`src/rtl/tone_decoder.sv`:
```
// Tone decoder: measures the period of an incoming square-wave tone in clk
// cycles, classifies it against the tune's note table, reports each finished
// note with its locked duration and flags the complete eight-note tune.
module tone_decoder #(
  parameter int unsigned TOL    = 64,
  parameter int unsigned STABLE = 3
) (
  input  logic        clk,
  input  logic        rst_n,
  input  logic        tone_in,
  output logic [2:0]  cur_note,
  output logic        note_vld,
  output logic [2:0]  note_code,
  output logic [23:0] note_dur,
  output logic        tune_det
);

  localparam int unsigned MW = $clog2(STABLE + 1);
  localparam logic [MW-1:0] STABLE_M = MW'(STABLE);
  localparam logic signed [15:0] TOL_S = $signed(16'(TOL));

  localparam logic [2:0] CODE_NONE = 3'd0;
  localparam logic [2:0] CODE_D7   = 3'd1;
  localparam logic [2:0] CODE_E7   = 3'd2;
  localparam logic [2:0] CODE_F7   = 3'd3;
  localparam logic [2:0] CODE_A6   = 3'd4;

  localparam logic [15:0] NOM_D7 = 16'h5326;
  localparam logic [15:0] NOM_E7 = 16'h4A11;
  localparam logic [15:0] NOM_F7 = 16'h45E7;
  localparam logic [15:0] NOM_A6 = 16'h6EF9;

  localparam logic [14:0] CNT_MAX = 15'h7FFF;
  localparam logic [14:0] CNT_PRE = 15'h7FFE;

  typedef enum logic [2:0] {IDLE, S1, S2, S3, S4, S5, S6, S7} seq_state_t;

  function automatic logic in_win(input logic [15:0] p, input logic [15:0] nom);
    logic signed [15:0] d;
    d = $signed(p - nom);
    return (d <= TOL_S) && (d >= -TOL_S);
  endfunction

  function automatic logic [2:0] classify(input logic [15:0] p);
    if (in_win(p, NOM_D7)) return CODE_D7;
    if (in_win(p, NOM_E7)) return CODE_E7;
    if (in_win(p, NOM_F7)) return CODE_F7;
    if (in_win(p, NOM_A6)) return CODE_A6;
    return CODE_NONE;
  endfunction

  logic          tone_s1_q, tone_s1_d;
  logic          tone_s2_q, tone_s2_d;
  logic          tone_prev_q, tone_prev_d;
  logic          rise_q, rise_d;
  logic [14:0]   cnt_q, cnt_d;
  logic          have_edge_q, have_edge_d;
  logic [2:0]    cand_q, cand_d;
  logic [MW-1:0] match_q, match_d;
  logic [2:0]    cur_note_q, cur_note_d;
  logic [23:0]   dur_q, dur_d;
  logic          note_vld_q, note_vld_d;
  logic [2:0]    note_code_q, note_code_d;
  logic [23:0]   note_dur_q, note_dur_d;
  seq_state_t    state_q, state_d;
  logic          tune_det_d, tune_det_q;

  logic          silence;
  logic          meas;
  logic [15:0]   period;
  logic [2:0]    code;
  logic          lock;
  logic          end_note;
  logic [2:0]    exp_code;

  // Synchronizer, edge register and registered rise strobe.
  always_comb begin
    tone_s1_d   = tone_in;
    tone_s2_d   = tone_s1_q;
    tone_prev_d = tone_s2_q;
    rise_d      = tone_s2_q & ~tone_prev_q;
  end

  // Period measurement, classification, note lock/end and duration tracking.
  // A rise on the same cycle the counter would saturate wins over silence.
  always_comb begin
    silence  = ~rise_q && (cnt_q == CNT_PRE);
    meas     = rise_q && have_edge_q;
    period   = {1'b0, cnt_q} + 16'd1;
    code     = classify(period);

    cnt_d       = rise_q ? '0 : ((cnt_q == CNT_MAX) ? cnt_q : cnt_q + 15'd1);
    have_edge_d = have_edge_q;
    if (rise_q)       have_edge_d = 1'b1;
    else if (silence) have_edge_d = 1'b0;

    cand_d  = cand_q;
    match_d = match_q;
    if (meas) begin
      if (code == cand_q) begin
        match_d = (match_q == STABLE_M) ? match_q : match_q + 1'b1;
      end else begin
        cand_d  = code;
        match_d = MW'(1);
      end
    end else if (silence) begin
      cand_d  = CODE_NONE;
      match_d = '0;
    end

    lock     = 1'b0;
    end_note = 1'b0;
    if (meas && match_d == STABLE_M) begin
      if (cand_d != CODE_NONE && cand_d != cur_note_q) begin
        lock     = 1'b1;
        end_note = (cur_note_q != CODE_NONE);
      end else if (cand_d == CODE_NONE && cur_note_q != CODE_NONE) begin
        end_note = 1'b1;
      end
    end
    if (silence && cur_note_q != CODE_NONE) end_note = 1'b1;

    cur_note_d = cur_note_q;
    if (lock)          cur_note_d = cand_d;
    else if (end_note) cur_note_d = CODE_NONE;

    dur_d = dur_q;
    if (lock)                                          dur_d = '0;
    else if (cur_note_q != CODE_NONE && dur_q != '1)   dur_d = dur_q + 24'd1;

    note_vld_d  = end_note;
    note_code_d = end_note ? cur_note_q : note_code_q;
    note_dur_d  = end_note ? dur_q : note_dur_q;
  end

  // Tune sequence recogniser: advances on each matching ended note.
  always_comb begin
    state_d    = state_q;
    tune_det_d = 1'b0;
    case (state_q)
      IDLE:    exp_code = CODE_D7;
      S1:      exp_code = CODE_E7;
      S2:      exp_code = CODE_F7;
      S3:      exp_code = CODE_E7;
      S4:      exp_code = CODE_F7;
      S5:      exp_code = CODE_D7;
      S6:      exp_code = CODE_A6;
      S7:      exp_code = CODE_D7;
      default: exp_code = CODE_D7;
    endcase
    if (note_vld_q) begin
      if (note_code_q == exp_code) begin
        case (state_q)
          IDLE:    state_d = S1;
          S1:      state_d = S2;
          S2:      state_d = S3;
          S3:      state_d = S4;
          S4:      state_d = S5;
          S5:      state_d = S6;
          S6:      state_d = S7;
          S7: begin
            state_d    = IDLE;
            tune_det_d = 1'b1;
          end
          default: state_d = IDLE;
        endcase
      end else begin
        state_d = (note_code_q == CODE_D7) ? S1 : IDLE;
      end
    end
  end

  // State registers.
  always_ff @(posedge clk or negedge rst_n) begin
    if (!rst_n) begin
      tone_s1_q   <= 1'b0;
      tone_s2_q   <= 1'b0;
      tone_prev_q <= 1'b0;
      rise_q      <= 1'b0;
      cnt_q       <= '0;
      have_edge_q <= 1'b0;
      cand_q      <= '0;
      match_q     <= '0;
      cur_note_q  <= '0;
      dur_q       <= '0;
      note_vld_q  <= 1'b0;
      note_code_q <= '0;
      note_dur_q  <= '0;
      state_q     <= IDLE;
      tune_det_q  <= 1'b0;
    end else begin
      tone_s1_q   <= tone_s1_d;
      tone_s2_q   <= tone_s2_d;
      tone_prev_q <= tone_prev_d;
      rise_q      <= rise_d;
      cnt_q       <= cnt_d;
      have_edge_q <= have_edge_d;
      cand_q      <= cand_d;
      match_q     <= match_d;
      cur_note_q  <= cur_note_d;
      dur_q       <= dur_d;
      note_vld_q  <= note_vld_d;
      note_code_q <= note_code_d;
      note_dur_q  <= note_dur_d;
      state_q     <= state_d;
      tune_det_q  <= tune_det_d;
    end
  end

  assign cur_note  = cur_note_q;
  assign note_vld  = note_vld_q;
  assign note_code = note_code_q;
  assign note_dur  = note_dur_q;
  assign tune_det  = tune_det_q;

endmodule

```
`config.mk`:
```
export PLATFORM = sky130hd
export DESIGN_NAME = tone_decoder
export DESIGN_NICKNAME = d
export VERILOG_FILES = /design/src/rtl/tone_decoder.sv
export SDC_FILE = /design/constraint.sdc
export NUM_CORES = 1
export LEC_CHECK = 0
export ABC_AREA = 0
export BUFFER_PORTS_ARGS = -buffer_cell sky130_fd_sc_hd__buf_2
export CAP_MARGIN = 20
export CORE_MARGIN = 4
export CORE_UTILIZATION = 50
export CTS_CLUSTER_SIZE = 30
export DETAILED_ROUTE_END_ITERATION = 10
export PLACE_DENSITY_LB_ADDON = 0.12
export SYNTH_ARGS = -nofsm -noshare
export SYNTH_HDL_FRONTEND = slang
export SYNTH_SLANG_ARGS = --single-unit
```
`constraint.sdc`:
```
create_clock -name clk -period 6.1 [get_ports clk]
set_input_delay 0.915 -clock clk [delete_from_list [all_inputs] [get_ports clk]]
set_output_delay 0.915 -clock clk [all_outputs]
set_load 0.02 [all_outputs]
```
## After elaboration in Yosys (flattened, before gate mapping)

Memories as Yosys holds them, arrays and structs flattened.
Index checks and enable logic that the tools add are counted.

| storage, ports and cells | value |
|---|---|
| memories | 1 |
| input bits | 3 |
| register bits after elaboration | 84 |
| word-level logic and storage cells | 115 |
| memory bits (read-only) | 24 |
| output and inout bits | 32 |

| cells by class | value |
|---|---|
| eq/ne operators | 17 |
| $lt $le $gt $ge | 8 |
| muxes and demuxes | 45 |
| add/sub/neg operators | 8 |
| bitwise gates (word level) | 3 |
| reductions and logical operators | 18 |

Memory list:

| name | depth | width | rd ports | clocked after Yosys merged registers in | wr ports | line | source |
|---|---|---|---|---|---|---|---|
| (name not given) | 8 | 3 | 1 | 0 | 0 | 140 | `case (state_q)` |

Operators with widths:

| kind | count |
|---|---|
| $ge A16 B7 Y1 const B | 4 |
| $le A16 B8 Y1 const B | 4 |
| $sub A16 B15 Y16 const B | 4 |
| $mux W24 | 2 |
| $mux W3 | 14 |
| $eq A15 B15 Y1 const B | 2 |
| $mux W15 | 2 |
| $add A24 B1 Y24 const B | 1 |
| $ne A24 B24 Y1 const B | 1 |
| $pmux W3 S8 | 1 |
| $mux W1 | 22 |
| $add A15 B1 Y16 const B | 1 |
| $add A15 B1 Y15 const B | 1 |
| $eq A3 B3 Y1 const B | 4 |
| $logic_and A1 B1 Y1 | 11 |
| $mux W2 | 4 |
| $eq A3 B1 Y1 const B | 2 |
| $eq A3 B2 Y1 const B | 2 |
| $eq A3 B3 Y1 | 2 |
| $logic_not A3 Y1 | 2 |
| $reduce_bool A2 Y1 | 3 |
| $reduce_bool A3 Y1 | 2 |
| $eq A2 B2 Y1 const B | 2 |
| $ne A3 B3 Y1 | 1 |
| 4 further kinds | 5 |

## Longest topological paths before layout

Gate-level depths: netlist of run 1.

| logic depth | value |
|---|---|
| depth in word-level cells | 26 |
| depth in mapped cells | 19 |
| gate-level depth less buffers | 16 |

## Worst setup path before layout of run 1

Ideal clock, no wire load.

| timing | value |
|---|---|
| path kind | flip-flop to flip-flop |
| from | register cnt_q[0] |
| to | register note_dur_q[10], in the netlist note_dur[10] |
| cell stages (with the launch flop) | 18 |
| path slack | 1.552 ns |
| library setup time | 0.127 ns |
| buffers on the path | 2 |
| data arrival time | 4.420 ns |
| clock period less this slack | 4.548 ns |
| data required time | 5.973 ns |
| cell sequence | dfrtp_1 > buf_2 > inv_1 > ha_1 > inv_1 > ha_1 > nand3_1 > a221oi_1 > o21ai_0 > xnor2_1 > or3_1 > o32ai_2 > nor2_1 > a311oi_2 > o2111ai_2 > a211oi_4 > buf_6 > mux2_1 |

| on the way | value |
|---|---|
| word-level cells in the longest chain between the ends | 21 |
| elaborated cells on any way between the ends | 55 |
| those cells by class | 5 x add/sub; 8 x order compare; 4 x eq/ne; 27 x mux; 11 x reduce/logical |

RTL lines:

| item | line | source |
|---|---|---|
| start, declared | 56 | `logic [14:0] cnt_q, cnt_d;` |
| start signal, assigned | 196 | `cnt_q <= cnt_d;` |
| $add A15 B1 Y16 | 89 | `period = {1'b0, cnt_q} + 16'd1;` |
| $sub A16 B15 Y16 | 40 | `d = $signed(p - nom);` |
| $le A16 B8 Y1 or $ge A16 B7 Y1 (tied branches) | 41 | `return (d <= TOL_S) && (d >= -TOL_S);` |
| $logic_and A1 B1 Y1 | 41 |  |
| $mux W1 (2 in a row) | 48 | `if (in_win(p, NOM_A6)) return CODE_A6;` |
| $mux W1 | 47 | `if (in_win(p, NOM_F7)) return CODE_F7;` |
| $mux W1 | 46 | `if (in_win(p, NOM_E7)) return CODE_E7;` |
| $mux W3 | 49 | `return CODE_NONE;` |
| [4 not listed] | n/a |  |
| $mux W3 | 100 | `if (code == cand_q) begin` |
| $mux W3 | 99 | `if (meas) begin` |
| $logic_not A3 Y1 | 117 | `end else if (cand_d == CODE_NONE && cur_note_q != CODE_NONE) begin` |
| $logic_and A1 B1 Y1 | 117 |  |
| $mux W1 | 117 |  |
| $mux W1 | 114 | `if (cand_d != CODE_NONE && cand_d != cur_note_q) begin` |
| $mux W1 | 113 | `if (meas && match_d == STABLE_M) begin` |
| $mux W1 * | 121 | `if (silence && cur_note_q != CODE_NONE) end_note = 1'b1;` |
| end signal, assigned | 204 | `note_dur_q <= note_dur_d;` |
| end, declared | 64 | `logic [23:0] note_dur_q, note_dur_d;` |

Every way passes the cells marked *; elsewhere a longest branch is shown, timed or not. The select of a mux whose other input is x is not followed.
A chain may end at the register's enable or synchronous reset.

## Final worst setup path of run 1

| timing | value |
|---|---|
| from | register cnt_q[0] |
| to | register note_dur_q[3], in the netlist note_dur[3] |

The elaborated chain is that of the path after synthesis.

==> results by stage, run 1 <==
Worst setup path:
- The cell that appears most often on the critical path is sky130_fd_sc_hd__o21ai_0.
- Data on the critical path arrives at its endpoint at 5.72 ns.
- The worst register-to-register path has a setup slack of around 0.60 ns.
- The reg-to-reg critical path startpoint is cnt_q[0].
- The worst path required time is 6.32 ns.
- The type of element capturing the critical path is a register.
- The largest delay contributor family on the critical path is compound AO/OA/AOI/OAI gates.
- The largest fanout on the critical path is 27.
- The largest single stage delay on the critical path is approximately 0.70 ns.
- The critical path ends at note_dur[3].
- The start-to-end type of the worst setup path is reg -> reg.
- STA classifies the critical path startpoint as a register.
- The cell depth of the worst flop-to-flop path is 14.
- Tracing the worst setup path back leads to its startpoint at cnt_q[0].
- The sum of buffers and inverters on the critical path is 2.
- Traced cell by cell, the critical path runs through ha_2 -> inv_1 -> or3_1 -> a2111oi_1 -> o21ai_0 -> o2bb2ai_1 -> o311ai_0 -> nor4_1 -> o21ai_0 -> a2111oi_2 -> o2111ai_2 -> a211oi_4 -> buf_4 -> mux2_2.
- The endpoint identified for the worst register-to-register timing path is note_dur[3].
- The slowest stage of the critical path belongs to the cell sky130_fd_sc_hd__dfrtp_1.
- In this run the number of cells on the critical path is 14.

Global route:
- In the global route stage, met3 resource usage came out at under 10%.
- The busiest metal layer after global routing is met2.
- The first global-routing pass estimated 26.3 mm of wire.
- The via count of the first global-routing pass is between 5000 and 6000.
- Entering global routing, the biggest net connects between 80 and 90 pins.
- The global routing met2 resource utilization is a little over a third.
- The initial antenna violation count is 0.
- The total routing resource utilization after global routing is 22.6%.
- Global routing used a little under a third of the available met1 tracks.
- The total grt overflow is 0.

Drt:
- The number of remaining DRC errors is 0.
- The violation count after the first detailed-route iteration is about 500.
- The first TritonRoute pass finished after 5 iterations.
- After detailed routing, the average wire length per cell comes to 18.8 um.
- The post-route antenna net violation count is 0.
- Summed over all layers, the routed wires come to 15.7 mm.
- The total via count after detailed routing is around 5500.
- In the routed layout, each cell is associated on average with a via count of 6.55.

Yosys:
- The area share of the leading cell type in the synthesized netlist is 35.0%.
- In this run the cell area of the synthesized design comes to 6000 um2.
- By area the synthesized netlist is led by sky130_fd_sc_hd__dfrtp_1, sky130_fd_sc_hd__xnor2_1, sky130_fd_sc_hd__nor2_1.
- The share of flip-flops with an asynchronous set or reset after synthesis is 100%.
- The synthesized area divided by synthesized cell count is between 8 and 9 um2.
- The share of the Yosys chip area taken by registers is 35.0%.
- The prevailing post-synth register cell is sky130_fd_sc_hd__dfrtp_1.
- Ranked by instance count, the synthesized netlist is headed by sky130_fd_sc_hd__dfrtp_1, sky130_fd_sc_hd__nor2_1, sky130_fd_sc_hd__nand2_1.
- The most common cell in the synthesized netlist is sky130_fd_sc_hd__dfrtp_1.
- During synthesis, Yosys emitted a total of 0 warnings.
- The largest area contributor in the netlist is sky130_fd_sc_hd__dfrtp_1.
- The count of different cell masters after synthesis is 84.
- In this run, synthesis produced a sequential element count of 84.
- Yosys mapped a number of flops with a built-in enable equal to 0.
- The cell count after synthesis came out at 671.
- Counting every net in the synthesized netlist gives about 690.

Floorplanning:
- The initial core utilization is about half.
- The die is 118 um wide.
- The die span in y is 118 um.
- The total number of placement rows is 39.
- The die covers 13800 um2.
- 35 I/O pins were placed.
- The floorplan step defined a core boundary enclosing 11600 um2.

STA:
- The final count of hold timing violations is 0.
- The final number of max-transition violations is 0.
- Adding up every negative setup slack in the final design gives 0 ns.
- Setup repair after global routing left no endpoint under its margin.
- The achievable frequency is 182 MHz.
- At the pin with the least slew margin, the transition time is between 0.9 and 1 ns.
- The worst pin sits at a relative slew slack of 38.6%.
- The largest clock skew in the final design is 0.00854 ns.
- The number of setup violations in the final report is 0.
- Of the available clock period, the critical path in the final layout requires 90.1%.
- The shortest clock period the worst path allows after layout is 5.50 ns.

Clocking:
- The later pin in the worst-skew pair is clocked with a latency of 0.34 ns.
- The library cell used as clock root buffer is sky130_fd_sc_hd__clkbuf_16.
- TritonCTS built the clock tree.
- Clock tree synthesis inserted a total of 9 buffers.
- The level count of the clock H-tree is 3.
- Clock tree synthesis found a total of 84 sinks.
- The clock transition at the register clock pins on the worst setup and hold paths after CTS is 0.07 ns.
- The longest clock path from root to sink contains 2 buffers.

Min path:
- The class of the tightest hold or removal check is reg -> reg.
- Along the worst hold path, the cell count comes to 0.

Power:
- For this design the static power due to leakage is approximately 0.0028 uW.
- In this run the power density over the cells is between 200 and 250 nW/um2.
- The overall power is 1590 uW.
- The worst-case vdd ir drop is 0.000154 V.

Placed design:
- The cell area after placement is 6260 um2.
- Port buffering added 34 buffers.
- The congestion estimate from routability-driven global placement came to around 0.99.
- After legalization and detailed placement, the total HPWL measured roughly 11 mm.

Layout:
- The proportion of layout cells with a drive suffix above 1 is 14.4%.
- The cell area after layout is 6570 um2.
- After filler insertion, the fill cell instance count of the layout stands at 1053.
- The layout-stage area growth over the synthesis result is 9.49%.
- The repair_antennas step left the layout with diodes totalling 0.
- At the end of the flow, the number of nets in the layout was 702.

Flow run:
- The number of maximum-capacitance constraint violations is 0.

Run status:
- The run finished with clean final reports.
## state kept, by name (all words and copies together) (netlist names)
signal,cells
cur_note,3
tune_det,1
match_q,2
dur_q,24
tone_s1_q,1
cnt_q,15
tone_prev_d,1
cand_q,3
note_vld,1
note_dur,24
rise_q,1
tone_prev_q,1
state_q,3
note_code,3
have_edge_q,1
## metrics by stage
stage	instances	hold WS [ns]	worst slack [ns]	utilization, %
finish	836	0.350	0.601	56.8
global route	836	0.369	0.181	56.8
CTS	835	0.351	0.590	56.5
detailed placement	819	0.336	0.613	54.1
global placement	819	0.331	0.759	54.1
floorplan	671	0.331	1.55	-
## worst min-delay path by stage
| stage | from | endpoint |
|---|---|---|
| 2_1_floorplan | tone_s1_q | tone_prev_d |
| 3_3_place_gp | tone_s1_q | tone_prev_d |
| 3_5_place_dp | tone_s1_q | tone_prev_d |
| 4_1_cts | tone_s1_q | tone_prev_d |
| 5_1_grt | tone_s1_q | tone_prev_d |
| 6_report | tone_s1_q | tone_prev_d |
## logic make-up after synthesis
family | after synthesis | synth area share (%)
AND/OR/NAND/NOR | 257 | 22.6
flip-flops | 84 | 35.0
buffers and inverters | 59 | 4.40
multiplexers | 30 | 5.53
adder cells (fa/ha/maj) | 11 | 2.29
AO/OA/AOI/OAI | 170 | 21.3
XOR/XNOR | 60 | 8.88
## worst reg2reg max path, cell delays in order, from the launching register on
cell and delay [ns]:
sky130_fd_sc_hd__dfrtp_1 0.70, sky130_fd_sc_hd__ha_2 0.46, sky130_fd_sc_hd__inv_1 0.17, sky130_fd_sc_hd__or3_1 0.36, sky130_fd_sc_hd__a2111oi_1 0.63, sky130_fd_sc_hd__o21ai_0 0.23
sky130_fd_sc_hd__o2bb2ai_1 0.19, sky130_fd_sc_hd__o311ai_0 0.24, sky130_fd_sc_hd__nor4_1 0.38, sky130_fd_sc_hd__o21ai_0 0.16, sky130_fd_sc_hd__a2111oi_2 0.46, sky130_fd_sc_hd__o2111ai_2 0.31
sky130_fd_sc_hd__a211oi_4 0.32, sky130_fd_sc_hd__buf_4 0.37, sky130_fd_sc_hd__mux2_2 0.40
## timing repair
action                     4_1_cts  5_1_grt
setup endpoints to repair        0        4
hold buffers                     0        0
gates resized for setup          0        1
setup buffers                    0        0
## routing by layer
layer / up-vias / wire (um)
met2: 195 / 7280
met4: 0 / 313
met5: - / 0
met1: 2711 / 7240
met3: 32 / 899
li1: 2538 / -
## final cells by class
cell class | instances | area [um2] | share of cell area [%]
inverter | 18 | 67.6 | 1.03
multi-input combinational | 528 | 3650 | 55.5
tap | 143 | 179 | 2.72
timing repair buffer | 47 | 290 | 4.42
sequential | 84 | 2100 | 32.0
clock inverter | 7 | 56.3 | 0.857
clock buffer | 9 | 225 | 3.43
## report_power, final
group	switching (uW)	leakage [uW]	total, uW	internal, uW
Sequential	72.9	0.00114	675	602
Combinational	256	0.00151	408	151
Clock	233	0.000125	513	280
Total	562	0.00277	1590	1030
## cells in the final DEF (no fill, tap or decap), types with 25 or more instances in the layout
cell type	n
sky130_fd_sc_hd__nor3_1	25
sky130_fd_sc_hd__buf_2	33
sky130_fd_sc_hd__dfrtp_1	84
sky130_fd_sc_hd__xor2_1	26
sky130_fd_sc_hd__nand3_1	25
sky130_fd_sc_hd__nor2_1	63
sky130_fd_sc_hd__o21ai_0	26
sky130_fd_sc_hd__xnor2_1	33
sky130_fd_sc_hd__a21oi_1	26
sky130_fd_sc_hd__nand2_1	48
(Power assumes the default switching activity.)
==> run 2, diff against run 1 <==
--- a/config.mk
+++ b/config.mk
@@ -12,6 +12,7 @@
 export CORE_UTILIZATION = 50
 export CTS_CLUSTER_SIZE = 30
 export DETAILED_ROUTE_END_ITERATION = 10
+export MAX_ROUTING_LAYER = met4
 export PLACE_DENSITY_LB_ADDON = 0.12
 export SYNTH_ARGS = -nofsm -noshare
 export SYNTH_HDL_FRONTEND = slang
==> run 2 against run 1 <==
- maximum frequency up 0.61%
- sequential cell count did not move
- highest routed layer unchanged
- first-iteration DRC count decreased by 4.5%
- worst setup slack improved by 0.033 ns
- worst hold slack worse by 0.0017 ns
- critical path depth fell by 1
- wire length down 2.0%
- via count is 1.2% lower
- clock skew up 0.00078 ns
- final cell count increased by 0.12%
- sequential share of layout area is 0.14 points lower
==> results by stage, run 2 (synthesized netlist as in run 1, its figures left out) <==
Worst setup path:
- The reg2reg setup slack came to 0.63 ns (+0.03 ns).
- The cell depth of the worst flop-to-flop path is 13 (-1).
- The start point of the critical path is cnt_q[3].
- The worst path required time is 6.32 ns (about the same).
- STA classifies the critical path endpoint as a register.
- The worst setup path is of the reg -> reg kind.
- The largest fanout on the critical path came to 27 (unchanged).
- The reg-to-reg critical path startpoint is cnt_q[3].
- The sort of element at the start of the critical path is a register.
- The arrival time at the worst endpoint was 5.69 ns (-0.03 ns).
- The endpoint identified for the worst register-to-register timing path is note_dur[5].

Clocking:
- TritonCTS built the clock tree.
- The clock transition at the register clock pins on the worst setup and hold paths after CTS came to 0.06 ns (about the same).
- The clock sink count is 84 (unchanged).
- The quantity of gates resized following cts came to 0 (unchanged).
- The number of buffers inserted during clock tree synthesis is 9 (unchanged).
- The level count of the clock H-tree came to 3 (unchanged).
- The number of buffers inserted to repair setup after CTS is 0 (unchanged).
- The deepest clock path buffer count came to 2 (unchanged).
- The number of buffers added to fix hold violations after cts is 0 (unchanged).
- The library cell used as clock root buffer is sky130_fd_sc_hd__clkbuf_16.
- The source-to-sink clock delay at the later pin of the worst-skew pair is 0.34 ns (about the same).

Layout:
- The net total in the final layout is 703 (+0.14%).
- The proportion of layout cells with a drive suffix above 1 is 14.4% (-0.021 points).
- The core utilization of the finished layout is 57.0% (+0.25 points).
- The most common cell after layout, fill and taps aside is sky130_fd_sc_hd__dfrtp_1.
- The count of non-filler cells in the finished layout came to 837 (+0.12%).
- The top cell types in the final layout, fill and taps aside, are sky130_fd_sc_hd__dfrtp_1, sky130_fd_sc_hd__nor2_1, sky130_fd_sc_hd__nand2_1, sky130_fd_sc_hd__xnor2_1, sky130_fd_sc_hd__buf_2.
- The layout-stage area growth over the synthesis result is 9.97%.
- The antenna diode count is 0 (unchanged).

Global route:
- The total grt overflow is 0 (unchanged).
- The via count of the first global-routing pass is 5230 (-1.0%).
- The total routing resource utilization after global routing is 23.2% (+0.63 points).
- The initial antenna violation count is 0 (unchanged).
- The pin count of the biggest net entering global routing was 85 (unchanged).
- The wire length of the first global-routing pass is 26.1 mm (-0.76%).

Drt:
- The detailed-route vias per instance was 6.46 (-1.3%).
- The average detailed-routed wire length per instance is 18.4 um (-2.1%).
- The post-route antenna net violation count is 0 (unchanged).
- The total via count after detailed routing is 5411 (-1.2%).
- The violation count after the first detailed-route iteration is 489 (-4.5%).
- The detailed-routing iteration count for the pre-antenna-repair pass is 5 (unchanged).
- The number of remaining DRC errors is 0 (unchanged).
- The total wire length after detailed routing is 15.4 mm (-2.0%).

STA:
- The worst-case headroom to the max-slew limit was 28.0% (-11 points).
- The number of setup violations in the final report came to 0 (unchanged).
- The ratio of final minimum period to clock period is 89.6% (-0.54 points).
- The final number of max-transition violations is 0 (unchanged).
- The transition time at the pin with the least slew margin is 1.07 ns (+0.156 ns).
- The final total negative setup slack is 0 ns (unchanged).
- The largest clock skew in the final design is 0.00933 ns (+0.000782 ns).
- The shortest clock period the worst path allows after layout is 5.47 ns (-0.0331 ns).
- The final count of hold timing violations is 0 (unchanged).
- Setup repair after global routing left no endpoint under its margin.
- The achievable frequency is 183 MHz (+0.61%).

Floorplanning:
- The die area is 13800 um2 (unchanged).
- The area of the core region was 11600 um2 (unchanged).
- The die span in y is 118 um (unchanged).
- The width of the die is 118 um (unchanged).
- The initial core utilization came to 51.9% (unchanged).
- The count of pins on the block boundary is 35 (unchanged).
- The total number of placement rows was 39 (unchanged).

Power:
- The static power due to leakage is 0.00280 uW (+0.90%).
- The power density normalized to cell area was 248 nW/um2 (+2.1%).
- The worst-case vdd ir drop is 0.000153 V (-1.0%).

Min path:
- The capture endpoint of the worst hold path is tone_prev_d.
- In this run the worst hold path is classified as reg -> reg.
- The cell depth of the worst min-delay path is 0 (unchanged).
- The startpoint identified for the worst hold timing path is tone_s1_q.

Placed design:
- The detailed placement HPWL is 11.2 mm (-2.0%).
- The count of input and output buffers was 34 (unchanged).
- The final weighted congestion of routability-driven global placement is 0.969 (-1.9%).
- The number of cells after detailed placement was 820 (+0.12%).

Run status:
- The run finished with clean final reports.

Flow run:
- The number of maximum-capacitance constraint violations is 0 (unchanged).
## run 2: final cells by class
cell class              count  area [um2]
repair buffers             48         298
fillers                  1038        4970
clock buffers               9         225
inverters                  18        67.6
clock inverters             7        80.1
well taps                 143         179
flip-flops and latches     84        2100
multi-input cells         528        3650
## run 2: worst max-delay path: stages, from the launching register on
cell	delay, ns
sky130_fd_sc_hd__dfrtp_1	0.62
sky130_fd_sc_hd__nand4_1	0.53
sky130_fd_sc_hd__or3_1	0.57
sky130_fd_sc_hd__xnor2_1	0.67
sky130_fd_sc_hd__mux2i_1	0.16
sky130_fd_sc_hd__o2bb2ai_1	0.15
sky130_fd_sc_hd__o311ai_0	0.24
sky130_fd_sc_hd__nor4_1	0.37
sky130_fd_sc_hd__o21ai_0	0.15
sky130_fd_sc_hd__a2111oi_2	0.47
sky130_fd_sc_hd__o2111ai_2	0.31
sky130_fd_sc_hd__a211oi_4	0.32
sky130_fd_sc_hd__buf_4	0.37
sky130_fd_sc_hd__mux2_2	0.38
## run 2: metal layers
metal	global-route usage, %	share of wire [%]	vias up
met2	35.2	45	177
met4	7.25	1.7	0
met3	3.22	5.3	27
met5	-	0	-
li1	-	-	2551
met1	32.6	48	2656
## run 2: report_power, final
group          leakage [uW]  internal, uW  switching (uW)
Combinational       0.00152           152             256
Clock              0.000143           322             234
Sequential          0.00114           602            69.1
## run 2: worst max-delay path by stage
stage | slack [ns] | cells past startpoint | endpoint
global route | 0.25 | 13 | note_dur[5]
floorplan | 1.55 | 17 | note_dur[10]
global placement | 0.85 | 14 | note_dur[6]
finish | 0.63 | 13 | note_dur[5]
CTS | 0.75 | 16 | note_dur[5]
detailed placement | 0.78 | 16 | note_dur[2]
## run 2: per-stage QoR
| step | hold WS [ns] | instance area, um2 | worst slack (ns) | total power (uW) |
|---|---|---|---|---|
| global placement | 0.332 | 6260 | 0.854 | 1070 |
| finish | 0.348 | 6600 | 0.634 | 1630 |
| CTS | 0.351 | 6570 | 0.745 | 1640 |
| global route | 0.367 | 6600 | 0.250 | 1720 |
| detailed placement | 0.336 | 6260 | 0.776 | 1080 |
| floorplan | 0.331 | 6000 | 1.55 | 967 |
